[src/rtl/reg_bank_snap.sv]
// reg_bank_snap: per-channel registers with change pulses, an atomic shadow snapshot
// and a ready/valid read port into the shadow bank.
module reg_bank_snap #(
  parameter int WIDTH = 8,
  parameter int CHANNELS = 4,
  parameter int SELW = (CHANNELS > 1) ? $clog2(CHANNELS) : 1
) (
  input  logic                      clk,
  input  logic                      rst_n,
  input  logic [CHANNELS*WIDTH-1:0] d,
  input  logic [CHANNELS-1:0]       en,
  input  logic [CHANNELS-1:0]       sclr,
  output logic [CHANNELS*WIDTH-1:0] q,
  output logic [CHANNELS-1:0]       chg,
  input  logic                      snap,
  input  logic                      rd_req,
  input  logic [SELW-1:0]           rd_sel,
  output logic                      rd_valid,
  input  logic                      rd_ready,
  output logic [WIDTH-1:0]          rd_data,
  output logic                      rd_err
);
  typedef enum logic {IDLE, HOLD} state_t;
  state_t state_q, state_d;
  logic [CHANNELS*WIDTH-1:0] q_q, q_d, shadow_q, shadow_d;
  logic [CHANNELS-1:0] chg_q, chg_d;
  logic [WIDTH-1:0] rd_data_q, rd_data_d, rd_pick;
  logic rd_err_q, rd_err_d, rd_bad, accept;
  always_comb begin
    q_d = q_q;
    chg_d = '0;
    shadow_d = snap ? q_q : shadow_q;
    rd_pick = '0;
    for (int i = 0; i < CHANNELS; i++) begin
      q_d[i*WIDTH +: WIDTH] = sclr[i] ? '0 : en[i] ? d[i*WIDTH +: WIDTH] : q_q[i*WIDTH +: WIDTH];
      chg_d[i] = q_d[i*WIDTH +: WIDTH] != q_q[i*WIDTH +: WIDTH];
      if (CHANNELS == 1 || 32'(rd_sel) == i) rd_pick = shadow_q[i*WIDTH +: WIDTH];
    end
    // out-of-range selects match no channel, so rd_pick stays zero
    rd_bad = (CHANNELS > 1) && (32'(rd_sel) >= CHANNELS);
    accept = rd_req && (state_q == IDLE || rd_ready);
    state_d = accept ? HOLD : rd_ready ? IDLE : state_q;
    rd_data_d = accept ? rd_pick : rd_data_q;
    rd_err_d = accept ? rd_bad : rd_err_q;
  end
  always_ff @(posedge clk or negedge rst_n) begin
    if (!rst_n) begin
      q_q <= '0;
      chg_q <= '0;
      shadow_q <= '0;
      state_q <= IDLE;
      rd_data_q <= '0;
      rd_err_q <= 1'b0;
    end else begin
      q_q <= q_d;
      chg_q <= chg_d;
      shadow_q <= shadow_d;
      state_q <= state_d;
      rd_data_q <= rd_data_d;
      rd_err_q <= rd_err_d;
    end
  end
  assign q = q_q;
  assign chg = chg_q;
  assign rd_valid = state_q == HOLD;
  assign rd_data = rd_data_q;
  assign rd_err = rd_err_q;
endmodule

[config.mk]
export PLATFORM = sky130hd
export DESIGN_NAME = reg_bank_snap
export DESIGN_NICKNAME = d
export VERILOG_FILES = /design/src/rtl/reg_bank_snap.sv
export SDC_FILE = /design/constraint.sdc
export NUM_CORES = 1
export LEC_CHECK = 0
export BUFFER_PORTS_ARGS = -buffer_cell sky130_fd_sc_hd__buf_2
export CORE_MARGIN = 2
export CORE_UTILIZATION = 45
export DETAILED_ROUTE_END_ITERATION = 12
export PLACE_DENSITY = 0.77
export SYNTH_ARGS = -nofsm -noshare
export SYNTH_HDL_FRONTEND = slang
export SYNTH_SLANG_ARGS = --single-unit
[constraint.sdc]
create_clock -name clk -period 1.85 [get_ports clk]
set_input_delay 0.2775 -clock clk [delete_from_list [all_inputs] [get_ports clk]]
set_output_delay 0.2775 -clock clk [all_outputs]
set_load 0.1 [all_outputs]
# Yosys cells after proc, flatten, opt, wreduce, memory -nomap -nowiden
# Index checks and enable logic that the tools add are counted.
# totals
regBits	77
in_bits	47
out_inout_bits	46
elab_cells	31
# classes
eq_ne	7
muxes	14
n_bitwise	1
n_reduce_logical	4
# op_table
cell	count
8-bit two-way mux	12
8-bit != test	4
2-bit == test (second input constant)	2
2-bit by 1-bit == test with 1-bit output (second input constant)	1
2-bit zero test	1
1-bit two-way mux	2
2-bit nonzero test	1
1-bit logical AND	1
1-bit logical OR	1
1-bit NOT	1

# Depth between registers and ports, before layout
# depth
word_depth	5
ltp_mapped	5

# Worst setup path before layout
# OpenSTA, ideal clock, no wires.
# synth_path
path_kind	register -> register
from	register q_q[4] (netlist: q[4])
to	register chg_q[0] (netlist: chg[0])
arrival_time_ns	2.034
slack_ns	-0.316
stages_incl_launch_ff	5
path_buffers	0
synth_period_minus_slack_ns	2.166
path_cell_list	dfrtp_1 > or4_4 > nor4_2 > o221ai_1 > or3_1
# synth_between
elab_chain_cells	3
# synth_rtl
element	line	source
start, declared	25	logic [CHANNELS*WIDTH-1:0] q_q, q_d, shadow_q, shadow_d;
start signal, assigned	55	q_q <= q_d;
8-bit two-way mux (2 in a row)	35	q_d[i*WIDTH +: WIDTH] = sclr[i] ? '0 : en[i] ? d[i*WIDTH +: WIDTH] : q_q[i*WIDTH +: WIDTH];
8-bit != test (*)	36	chg_d[i] = q_d[i*WIDTH +: WIDTH] != q_q[i*WIDTH +: WIDTH];
net chg_d[0]	26	logic [CHANNELS-1:0] chg_q, chg_d;
end signal, assigned	56	chg_q <= chg_d;
end, declared	26	
# The timed path passes the listed nets; every way through them passes the cells marked *.
# A chain may end at the register's enable or synchronous reset.

# Final worst setup path
# layout_path
from	register q_q[31] (netlist: q[31])
to	register chg_q[3] (netlist: chg[3])
# The elaborated chain is that of the path after synthesis.

==> impl_metrics.ini <==
[outcome]
status = finished, final reports clean

[pwr]
p_total_mw = 4.72
ir_drop_mv = 0.437
leakage_nw = 2.31
powerDensity_nw_per_um2 = 1020

[yosys]
async_reset_ff_frac = 1.00
synth_top_flop_cell = dfrtp_1
synthCells = 309
synth_edf_count = 0
syn_area_per_cell_sq_um = 12.0
yosysWarnings = 0
ys_seq_area_frac = 0.521
synth-seq-cells = 77
syn_nets = 356
synth.distinct_cells = 30
syn_area_sq_um = 3700

[timing]
setup_viol = 0
fmax_mhz = 555
rsz0062_at_grt = yes
hold_ws_ns = 0.133
drv_slew = 0
fin_crit_ns = 1.80
hold_viol_final = 0
fin_tns_setup_ns = 0
min_period_over_period = 0.973
worst_clock_skew_ns = 0.00843

[grt]
first_global_vias = 2671
antenna_found_initial = 0
grt_pass1_wl_mm = 13.4
grt_start_max_net_pins = 33
overflow = 0
grt_usage = 0.197

[clock_network]
root_buffer = clkbuf_8
clockBufferDepth = 2
cts_sinks = 77
numCtsBuffers = 9
clk_pin_slew_ns = 0.08
h-tree-depth = 3
clk_latency_ns = 0.36
cts_tree = built

[setup_path]
crit_fanout = 2
crit_family = simple AND/OR/NAND/NOR gates
path_class = flip-flop to flip-flop
max_stage_delay_ns = 0.55
endpoint_kind = flip-flop
startpoint_type = flip-flop
arrival_ns = 2.04
crit_required_ns = 2.08
slowest_stage = or4_4
crit_path_cell_trace = or4_4 -> nor4_4 -> o221ai_1 -> or3_1
crit_buf_inv = 0

[die]
start_util = 0.457
num_rows = 33
dieArea_sq_um = 8960
io_pins = 93
die_h_microns = 94.6
coreArea_sq_um = 8090
die_w_microns = 94.6

[cells_and_area]
drive_gt1_frac = 0.439
final_common_cell = buf_2
layout_common_cells = buf_2, dfrtp_1, mux2_2
finalNonFillerCells = 513
multi_input_area_sq_um = 1610
nNetsFinal = 450
num_antenna_cells = 0
fill_cells = 695
syn2layout_area_growth_pct = 24.6
seq_area_sq_um = 1960
final_util = 0.569

[detailed_routing]
routedWlPerCell_microns = 16.3
first_pass_iters = 4
drc = 0
ant_nets = 0
vias = 2768
drtIter0Drc = 138
routed_wl_mm = 8.35
vias_per_cell = 5.40

[run]
maxCapViolCount = 0

[place]
dp_hpwl_mm = 6.24
dp_cells = 495
gp_congestion = 0.856
port_buffers = 91

[worst_hold_path]
hold_path_class = input port to flip-flop
[kinds of logic after synthesis]
logic type | after synthesis | synth area share
AO/OA/AOI/OAI | 48 | 0.0910
buffers and inverters | 48 | 0.0501
flip-flops | 77 | 0.521
multiplexers | 80 | 0.257
other | 1 | 0.00101
AND/OR/NAND/NOR | 55 | 0.0795
[state kept, by name (all words and copies together) (netlist names)]
name and cells:
rd_valid 1, shadow_q 32, chg 4, rd_data 8, q 32
[worst register-to-register path: cells and delay by family, from the launching register on]
family / cells / cell delay [ns]
AOI/OAI and AO/OA: 1 / 0.13
DFF: 1 / 0.48
and+or+nand+nor: 3 / 1.07
[cell type report]
cell class | count | area share
Sequential cell | 77 | 0.425
Multi-Input combinational cell | 184 | 0.350
Timing Repair Buffer | 98 | 0.117
Clock buffer | 10 | 0.0299
Tap cell | 105 | 0.0285
Inverter | 33 | 0.0269
Clock inverter | 6 | 0.0236
[cells in the mapped netlist (all sizes together), types with 4 or more instances]
cell type	number	share of area
nor2	32	0.032
clkbuf	10	0.010
nand2b	6	0.010
o22ai	13	0.022
inv	33	0.034
dfrtp	77	0.52
a22oi	12	0.024
mux2i	32	0.087
a31oi	7	0.012
mux2	40	0.12
nor4	4	0.012
o21ai	4	0.0054
buf	5	0.0064
mux4	8	0.049
[worst paths after layout]
path                            start          to  slack (ns)  cells after the start
setup / recovery                q[31]      chg[3]        0.05                      4
hold / removal                 rd_req    rd_valid        0.13                      2
setup reg to reg                q[31]      chg[3]        0.05                      4
hold reg to reg            rd_data[6]  rd_data[6]        0.51                      1
max in group asynchronous       rst_n       q[12]        0.94                      3
min in group asynchronous       rst_n        q[8]        0.38                      2
[power breakdown]
group	total, mW	internal, mW	switching [mW]	leakage [nW]
logic	1.23	0.332	0.894	1.19
registers	1.95	1.83	0.119	0.990
clock network	1.55	0.933	0.616	0.127
[what timing repair did]
action                     CTS  global route
hold endpoints to repair    26             0
hold buffers                 1             0
buffers inserted             0             1
resized for setup            0             3
setup endpoints to repair    0             3
[per-layer routing]
layer,GRT usage,part of all wire,wire length (microns)
met4,0.0930,0.022,180
met1,0.268,0.45,3770
met3,0.0447,0.050,415
met5,0,0,0
met2,0.301,0.48,3980
[through the flow]
stage,setup slack [ns],instance area [sq um]
after floorplan,-0.0656,3730
after global placement,0.0896,4320
after detailed placement,0.0648,4320
after CTS,0.0561,4570
after global routing,-0.0435,4610
final,0.0493,4610
Note: power is estimated with default switching activity, not from simulation.
